File: src/rtl/vid_pkg.sv
// Shared video timing types and constants: vertical sequencer FSM states
// and vertical sync PROM field positions.
`default_nettype none

package vid_pkg;

  typedef enum logic [1:0] {
    ST_IDLE  = 2'd0,
    ST_ADDR  = 2'd1,
    ST_FETCH = 2'd2,
    ST_LATCH = 2'd3
  } vt_state_t;

  localparam int VT_BLANK_BIT = 2;
  localparam int VT_SYNC_BIT  = 1;
  localparam int VT_IRQ_BIT   = 0;

  localparam int         VLINES       = 256;
  localparam logic [7:0] VT_LAST_LINE = 8'(VLINES - 1);

endpackage

`default_nettype wire

File: src/rtl/vtiming_seq_irq_latch.sv
// Interrupt request flop: set on a sampled 0->1 edge of the PROM irq bit,
// cleared by acknowledge; set takes priority over a same-cycle acknowledge.
`default_nettype none

module irq_latch (
  input  logic clk,
  input  logic reset,
  input  logic sample,
  input  logic d,
  input  logic ack,
  output logic irq
);

  logic prev_d;
  logic set;

  assign set = sample && d && !prev_d;

  always_ff @(posedge clk) begin
    if (reset) begin
      prev_d <= 1'b0;
      irq    <= 1'b0;
    end else begin
      if (sample) begin
        prev_d <= d;
      end
      irq <= set || (irq && !ack);
    end
  end

endmodule

`default_nettype wire

File: src/rtl/vtiming_seq.sv
// Vertical timing sequencer: steps the line counter that addresses the vertical
// sync PROM and decodes the PROM's registered output into vblank/vsync/irq.
`default_nettype none

module vtiming_seq
  import vid_pkg::*;
#(
  parameter logic [7:0] VSTART     = 8'h00,
  parameter bit         OVR_STICKY = 1'b1
) (
  input  logic       clk,
  input  logic       reset,
  input  logic       line_stb,
  input  logic [3:0] prom_d,
  input  logic       irq_ack,
  output logic [7:0] prom_a,
  output logic [7:0] vcount,
  output logic       vblank,
  output logic       vsync,
  output logic       irq,
  output logic       frame_start,
  output logic       overrun
);

  vt_state_t  state;
  vt_state_t  state_nxt;
  logic [7:0] count;
  logic       pend;
  logic       count_en;
  logic       latch_en;
  logic       stb_busy;
  logic       lost;
  logic       unused_prom_bit;

  // A strobe outside IDLE must be buffered; if the buffer is full it is lost.
  assign stb_busy        = line_stb && (state != ST_IDLE);
  assign lost            = stb_busy && pend;
  assign unused_prom_bit = prom_d[3];

  always_ff @(posedge clk) begin
    if (reset) begin
      state <= ST_IDLE;
    end else begin
      state <= state_nxt;
    end
  end

  always_comb begin
    state_nxt = state;
    case (state)
      ST_IDLE:  if (line_stb || pend) state_nxt = ST_ADDR;
      ST_ADDR:  state_nxt = ST_FETCH;
      ST_FETCH: state_nxt = ST_LATCH;
      ST_LATCH: state_nxt = ST_IDLE;
      default:  state_nxt = ST_IDLE;
    endcase
  end

  always_comb begin
    count_en    = (state == ST_ADDR);
    latch_en    = (state == ST_LATCH);
    frame_start = count_en && (count == VT_LAST_LINE);
  end

  always_ff @(posedge clk) begin
    if (reset) begin
      count <= VSTART;
    end else if (count_en) begin
      count <= (count == VT_LAST_LINE) ? VSTART : count + 8'd1;
    end
  end

  // In IDLE the pending strobe is consumed; a coincident new strobe refills it.
  always_ff @(posedge clk) begin
    if (reset) begin
      pend <= 1'b0;
    end else if (state == ST_IDLE) begin
      pend <= pend && line_stb;
    end else if (stb_busy) begin
      pend <= 1'b1;
    end
  end

  generate
    if (OVR_STICKY) begin : g_ovr_sticky
      always_ff @(posedge clk) begin
        if (reset) begin
          overrun <= 1'b0;
        end else begin
          overrun <= overrun || lost;
        end
      end
    end else begin : g_ovr_pulse
      always_ff @(posedge clk) begin
        if (reset) begin
          overrun <= 1'b0;
        end else begin
          overrun <= lost;
        end
      end
    end
  endgenerate

  always_ff @(posedge clk) begin
    if (reset) begin
      vblank <= 1'b0;
      vsync  <= 1'b0;
    end else if (latch_en) begin
      vblank <= prom_d[VT_BLANK_BIT];
      vsync  <= prom_d[VT_SYNC_BIT];
    end
  end

  irq_latch u_irq_latch (
    .clk    (clk),
    .reset  (reset),
    .sample (latch_en),
    .d      (prom_d[VT_IRQ_BIT]),
    .ack    (irq_ack),
    .irq    (irq)
  );

  assign prom_a = count;
  assign vcount = count;

endmodule

`default_nettype wire
File: config.mk
export PLATFORM = sky130hd
export DESIGN_NAME = vtiming_seq
export DESIGN_NICKNAME = d
export VERILOG_FILES = /design/src/rtl/vid_pkg.sv /design/src/rtl/vtiming_seq_irq_latch.sv /design/src/rtl/vtiming_seq.sv
export SDC_FILE = /design/constraint.sdc
export NUM_CORES = 1
export LEC_CHECK = 0
export ABC_AREA = 1
export ABC_CLOCK_PERIOD_IN_PS = 3500
export CORE_MARGIN = 4
export CORE_UTILIZATION = 46
export CTS_CLUSTER_DIAMETER = 50
export DETAILED_ROUTE_END_ITERATION = 10
export PLACE_DENSITY = 0.9
export SETUP_SLACK_MARGIN = 0.05
export SYNTH_ARGS = -nofsm -noshare
export SYNTH_HDL_FRONTEND = slang
export SYNTH_HIERARCHICAL = 1
export SYNTH_SLANG_ARGS = --single-unit
File: constraint.sdc
create_clock -name clk -period 3.5 [get_ports clk]
set_clock_uncertainty 0.15 [all_clocks]
set_input_delay 0.35 -clock clk [delete_from_list [all_inputs] [get_ports clk]]
set_output_delay 0.35 -clock clk [all_outputs]
set_load 0.03 [all_outputs]
==> summary.txt, run 1 <==
Layout
  – Antenna cells: 0
  – Area Overhead vs Synth: 32.02%
  – Layout cells sized above 1: under 10%
  – Final core utilization: 63.74%
  – Multi-input logic area: around 380 sq um
  – Fill cells: around 150
  – Storage element area: 320.3 sq um
  – Layout net count: roughly 150

CTS
  – CTS max path bufs: 2
  – Clk root buf: clkbuf_4
  – Sink Count: 16
  – Clk Latency, worst-skew pair: 0.28 ns
  – Hold Buf Count CTS: 0
  – Post-CTS Resized: 0
  – H-tree depth: 1
  – Setup bufs post-CTS: 0
  – CTS tree: yes
  – Inserted Clock Buffers: 3
  – Clock transition at the registers of the reported paths: ~0.080 ns

Power and ir drop
  – Switching share of total power: about two fifths
  – Max VDD drop: approximately 0.37 mV
  – Logic gate share of total power: between 40% and 50%
  – Pwr Density: approximately 550 nW/um^2
  – Int Pwr: between 0.3 and 0.4 mW
  – NetSw: between 0.2 and 0.25 mW
  – Leakage: ~0.44 nW
  – Clk pwr share: 15.9%
  – Reg power frac: 41.6%

Synth
  – Synth top area cells: dfxtp_1 (39%), ha_1 (9.1%), buf_4 (7.3%)
  – Synth top cells by count: dfxtp_1 (16), inv_1 (16), nand2_1 (16), nor2_1 (15), buf_4 (8)
  – Post-synth ARST share: 0%
  – Dominant cell type by area after synthesis: dfxtp_1
  – YS warnings: 6
  – Mapped cell area: 824.5 sq um
  – Post-synth cell types: 17
  – Synthesized instance count: ~110
  – Synthesis-stage register bit count: 16
  – Syn_nets: about 120
  – Number of synthesized flops with an enable pin: 0
  – Avg Synthesized Cell Area: 7.635 sq um
  – Post-synth top flop: dfxtp_1
  – Sequential-to-total area share from yosys stat: between 30% and 40%
  – Top cell type's share of synthesized area: 38.85%

Global routing
  – Global-route wire length before repair: between 2000 and 3000 um
  – Grt ovf: 0
  – Total GRT Usage: 13.14%
  – Initial antenna violation count: 0
  – Largest net degree at the start of global routing: 10
  – Number of global-route vias before repair: approximately 580

Setup path
  – R2r startpoint: state[1]
  – Reg2reg end: prom_a[6]
  – CP max FO: 6
  – WP data arrival: 2.06 ns
  – CP Launch Type: flop
  – Critical Setup Path Class: flop to output port
  – R2r setup slk: 1.99 ns
  – Reg2Reg Depth: 7
  – Crit end category: output port
  – Critical Path RT: approximately 3 ns

Detailed routing
  – Initial DRC Count: 3
  – Drt first pass iters: 4
  – DRC viols: 0
  – Vias: between 600 and 700
  – Highest routed layer: met4
  – Via density per instance: roughly 4.5
  – Drt wl/cell: 10.14 um
  – Final wirelength: around 1600 um
  – Met3 wire len: ~120 um
  – Met1 wire length: 654 um
  – Post-route ant nets: 0
  – Met2 WL: approximately 800 um

STA
  – Final Max Slew Viols: 0
  – Hold Vio Cnt, Final: 0
  – Final min period: ~2.6 ns
  – Setup violators final: 0
  – Tcrit/Tclk final: between 70% and 80%
  – Worst Tran Pin Value: 0.3761 ns
  – WHS: 0.3181 ns
  – Unrepaired setup endpoints after global routing: no
  – Slew HR: 74.85%
  – Final TNS setup: 0 ns
  – Top achievable clock speed: between 0.3 and 0.4 GHz

Floorplanning
  – Core area: around 1700 sq um
  – Die extent in y: 50.34 um
  – Die area: 2534 sq um
  – Die Span X: 50.34 um
  – Starting Density: approximately half
  – I/O pin cnt: 29
  – FP Rows: 15

Hold path
  – Hold Path Stages: 2
  – HP Start: u_irq_latch/prev_d
  – HP Class: flop to flop
  – Hold EP: u_irq_latch/prev_d

Place
  – Placer Congestion: roughly 0.76
  – HPWL Detailed: 1245 um
  – I/O Buffers: 27

Flow run
  – Max Cap Violations: 0

Run status
  – Outcome: complete, no violations
[cells by family after synthesis]
family	synth area share, %
flops	38.85
compound gates	10.32
xor+xnor	3.187
simple gates	23.06
buf+inv	15.48
fa+ha+maj	9.104
[critical path, stage by stage, from the launching register on]
cell	delay, ns
dfxtp_1	0.34
inv_1	0.13
ha_1	0.30
nand2_2	0.11
nor2_4	0.13
nand2_1	0.07
inv_1	0.05
clkdlybuf4s50_1	0.66
[layout by cell type (no fill, tap or decap)]
master and instances:
inv_2 2, nor2_4 2, ha_1 6, nand2_2 3, nand4_1 2, nand2_1 16, inv_1 16, dfxtp_1 16
nor2_1 15, a21oi_2 2, clkbuf_4 3, nand3_1 2, nor3_1 2, clkdlybuf4s50_1 27, a31oi_1 2, o21ai_0 5
a21oi_1 6, xnor2_1 3
[final cells by class]
class	count	share of cell area [%]
clock buffer	3	2.069
inverter	18	6.207
multi-input combinational	66	34.60
sequential	16	29.43
tap	25	2.874
timing repair buffer	27	24.83
[through the flow]
step           worst slack (ns)  power, mW  cells  cell area (sq um)
6_report                 0.9384     0.5985    155               1089
5_1_grt                  0.8069     0.6495    155               1089
4_1_cts                  0.9275     0.6044    155               1089
3_5_place_dp              1.248     0.5082    152               1066
3_3_place_gp              1.292     0.4950    152               1066
2_1_floorplan             1.737     0.4308    108              824.5
[power groups by stage]
stage | logic, mW | registers (mW) | clock network [mW]
after global placement | 0.245 | 0.250 | 0
after global routing | 0.286 | 0.257 | 0.107
after detailed placement | 0.255 | 0.253 | 0
after floorplan | 0.146 | 0.285 | 0
after CTS | 0.256 | 0.250 | 0.0986
final | 0.254 | 0.249 | 0.0955
[flip-flops by register name, indices dropped and copies added, names as in the netlist]
name and flops:
state 2, vsync 1, vblank 1, overrun 1, prom_a 8, u_irq_latch/irq 1, u_irq_latch/prev_d 1, pend 1
[worst max-delay path by stage]
stage / to / startpoint / slack (ns) / cells after the start
after floorplan: frame_start / prom_a[0] / 1.74 / 5
after global placement: frame_start / state[1] / 1.29 / 7
after detailed placement: frame_start / state[1] / 1.25 / 7
after CTS: frame_start / state[1] / 0.93 / 7
after global routing: frame_start / state[1] / 0.81 / 7
final: frame_start / state[1] / 0.94 / 7
[metal layers]
metal,vias to the layer above,track usage (%)
met5,-,0
met4,0,2.691
met3,2,6.231
met2,19,23.48
met1,299,13.95
li1,371,-
No activity file was read; power rests on OpenSTA's default activity.
==> inputs of run 2 (changes only) <==
--- a/config.mk
+++ b/config.mk
@@ -6,12 +6,12 @@
 export NUM_CORES = 1
 export LEC_CHECK = 0
 export ABC_AREA = 1
-export ABC_CLOCK_PERIOD_IN_PS = 3500
+export ABC_CLOCK_PERIOD_IN_PS = 2670
 export CORE_MARGIN = 4
-export CORE_UTILIZATION = 46
+export CORE_UTILIZATION = 43
 export CTS_CLUSTER_DIAMETER = 50
 export DETAILED_ROUTE_END_ITERATION = 10
-export PLACE_DENSITY = 0.9
+export PLACE_DENSITY = 0.86
 export SETUP_SLACK_MARGIN = 0.05
 export SYNTH_ARGS = -nofsm -noshare
 export SYNTH_HDL_FRONTEND = slang
==> constraint.sdc (replaced) <==
create_clock -name clk -period 2.67 [get_ports clk]
set_clock_uncertainty 0.15 [all_clocks]
set_input_delay 0.267 -clock clk [delete_from_list [all_inputs] [get_ports clk]]
set_output_delay 0.267 -clock clk [all_outputs]
set_load 0.03 [all_outputs]
==> run 2 against run 1 <==
Die area increased by 5.9%. Critical path depth unchanged. Critical endpoint unchanged. Sequential power increased by 32%. Critical path type unchanged. Core utilization decreased by 1.9 points.
==> summary.txt, run 2 (synthesis gave the netlist of run 1 again) <==
Power and ir drop
  – Pwr Density: 719.6 nW/um^2 (was 549.9 nW/um^2)
  – Max VDD drop: 0.6084 mV (was 0.3714 mV)
  – Leakage: 0.4601 nW (was 0.4414 nW)

STA
  – Final worst setup slack: 0.5564 ns (was 0.9384 ns)
  – Unrepaired setup endpoints after global routing: no (unchanged)
  – Top achievable clock speed: roughly 0.47 GHz
  – Setup violators final: 0 (unchanged)
  – Slew HR: 74.52% (was 74.85%)
  – Final Max Slew Viols: 0 (unchanged)
  – Hold Vio Cnt, Final: 0 (unchanged)
  – Final min period: roughly 2.1 ns
  – Worst Tran Pin Value: 0.3810 ns (was 0.3761 ns)
  – Final TNS setup: 0 ns (unchanged)
  – Tcrit/Tclk final: 79.16%

Setup path
  – CP Launch Type: flop (unchanged)
  – Crit end category: output port (unchanged)
  – Critical Path Source: state[1] (unchanged)
  – Critical Setup Path Class: flop to output port (unchanged)
  – Crit path cell chain: inv_1 > ha_1 > nand2_2 > nor2_4 > nand2_1 > inv_1 > dlymetal6s2s_1 (was inv_1 > ha_1 > nand2_2 > nor2_4 > nand2_1 > inv_1 > clkdlybuf4s50_1)
  – Worst setup path end: frame_start (unchanged)
  – R2r setup slk: 1.11 ns (was 1.99 ns)
  – CP max FO: 6 (unchanged)
  – WP data arrival: 1.70 ns (was 2.06 ns)
  – Critical path depth: 7 (unchanged)
  – R2r startpoint: state[1] (unchanged)
  – CP top delay family: buffers and inverters (unchanged)
  – Critical Path RT: 2.25 ns (was 3.00 ns)
  – Slowest Stage Delay on Critical Path: 0.34 ns (was 0.66 ns)
  – Reg2reg end: prom_a[6] (unchanged)
  – Reg2Reg Depth: 7 (unchanged)
  – Top cell by count, worst path: inv_1 (unchanged)
  – Worst path bufs/invs: 3 (unchanged)
  – Slowest CP cell: dfxtp_1 (was clkdlybuf4s50_1)

Detailed routing
  – Met1 wire length: 666 um (was 654 um)
  – Via density per instance: 4.613 (was 4.458)
  – DRC viols: 0 (unchanged)
  – Highest routed layer: met4 (unchanged)
  – Initial DRC Count: 8 (was 3)
  – Drt wl/cell: 10.83 um (was 10.14 um)
  – Post-route ant nets: 0 (unchanged)
  – Met3 wire len: 124 um (was 115 um)
  – Vias: 715 (was 691)
  – Final wirelength: 1679 um (was 1572 um)
  – Met2 WL: 812 um (was 795 um)
  – Drt first pass iters: 4 (unchanged)

Layout
  – Fill cells: 167 (was 147)
  – Layout cells sized above 1: 9.231% (unchanged)
  – Max reg flops: 8 (unchanged)
  – Area Overhead vs Synth: 32.32% (was 32.02%)
  – Antenna cells: 0 (unchanged)
  – Commonest non-fill, non-tap cells in the layout: clkdlybuf4s50_1 (26), inv_1 (16), nand2_1 (16), dfxtp_1 (16), nor2_1 (15) (was clkdlybuf4s50_1 (27), inv_1 (16), nand2_1 (16), dfxtp_1 (16), nor2_1 (15))
  – Most common cell after layout, fill and taps aside: clkdlybuf4s50_1 (unchanged)
  – Layout net count: 146 (unchanged)

CTS
  – Sink Count: 16 (unchanged)
  – CTS max path bufs: 2 (unchanged)
  – Clk Latency, worst-skew pair: 0.28 ns (about the same)
  – Inserted Clock Buffers: 3 (unchanged)
  – Hold Buf Count CTS: 0 (unchanged)
  – Clk root buf: clkbuf_4 (unchanged)
  – Clock transition at the registers of the reported paths: 0.09 ns (was 0.08 ns)
  – H-tree depth: 1 (unchanged)
  – CTS tree: yes (unchanged)

Global routing
  – Largest net degree at the start of global routing: 10 (unchanged)
  – Global-route wire length before repair: 2732 um (was 2511 um)
  – Initial antenna violation count: 0 (unchanged)
  – Total GRT Usage: 13.83% (was 13.14%)
  – Number of global-route vias before repair: 688 (was 578)
  – Grt ovf: 0 (unchanged)

Floorplanning
  – Die area: 2682 sq um (was 2534 sq um)
  – Core area: 1764 sq um (was 1708 sq um)
  – I/O pin cnt: 29 (unchanged)
  – Starting Density: 46.74% (was 48.28%)
  – FP Rows: 15 (unchanged)
  – Die extent in y: 51.79 um (was 50.34 um)
  – Die Span X: 51.79 um (was 50.34 um)

Place
  – Pre-CTS setup slack: 0.4835 ns (was 1.248 ns)
  – I/O Buffers: 27 (unchanged)
  – HPWL Detailed: 1389 um (was 1245 um)
  – Placer Congestion: 0.7594 (was 0.7557)

Run status
  – Outcome: complete, no violations (unchanged)

Flow run
  – Max Cap Violations: 0 (unchanged)

Hold path
  – HP Class: flop to flop (unchanged)
## run 2: changes by cell type in the layout (fill, tap and decap cells not counted), sizes merged
cell,delta
clkdlybuf4s50,-1
dlymetal6s2s,+1
## run 2: layout make-up
class                      instances  area (sq um)  area share (%)
inverter                          18         67.56           6.193
tap                               25         31.28           2.867
timing repair buffer              27         272.8           25.00
clock buffer                       3         22.52           2.064
multi-input combinational         66         376.6           34.52
sequential                        16         320.3           29.36
## run 2: routing by layer
layer / GRT usage, % / up-vias
li1: - / 371
met1: 14.01 / 311
met2: 22.03 / 25
met3: 4.585 / 8
met4: 13.10 / 0
met5: 0 / -
## run 2: how the worst min path moves through the flow
| stage | endpoint | start | cells after the start |
|---|---|---|---|
| after floorplan | u_irq_latch/irq | reset | 1 |
| after global placement | u_irq_latch/prev_d | u_irq_latch/prev_d | 2 |
| after detailed placement | u_irq_latch/prev_d | u_irq_latch/prev_d | 2 |
| after CTS | u_irq_latch/prev_d | u_irq_latch/prev_d | 2 |
| after global routing | u_irq_latch/prev_d | u_irq_latch/prev_d | 2 |
| final | u_irq_latch/prev_d | u_irq_latch/prev_d | 2 |
## run 2: metrics by stage
stage	instances	power, mW	hold slack, ns	area (sq um)	util (%)
after floorplan	108	0.5647	0.1794	824.5	-
after global placement	152	0.6480	0.2958	1066	60.43
after detailed placement	152	0.6717	0.3061	1066	60.43
after CTS	155	0.7932	0.3171	1089	61.70
after global routing	155	0.8394	0.3490	1091	61.84
final	155	0.7852	0.3162	1091	61.84
## run 2: repair_timing
item | 4_1_cts | 5_1_grt
endpoints found under the setup margin | 0 | 1
gates resized for setup | 0 | 1
setup buffers | 0 | 0
## run 2: report_power, final
part	internal (mW)	switching, mW
clock network	0.0523	0.0692
registers	0.283	0.0456
logic	0.139	0.196
total	0.474	0.311
## run 2: worst reg2reg max path: stages (launching register included)
cell and delay, ns:
dfxtp_1 0.34, inv_1 0.12, ha_1 0.30, nand2_2 0.11, nor2_1 0.20, nand4_1 0.11, nand2_1 0.07, nor2_1 0.04
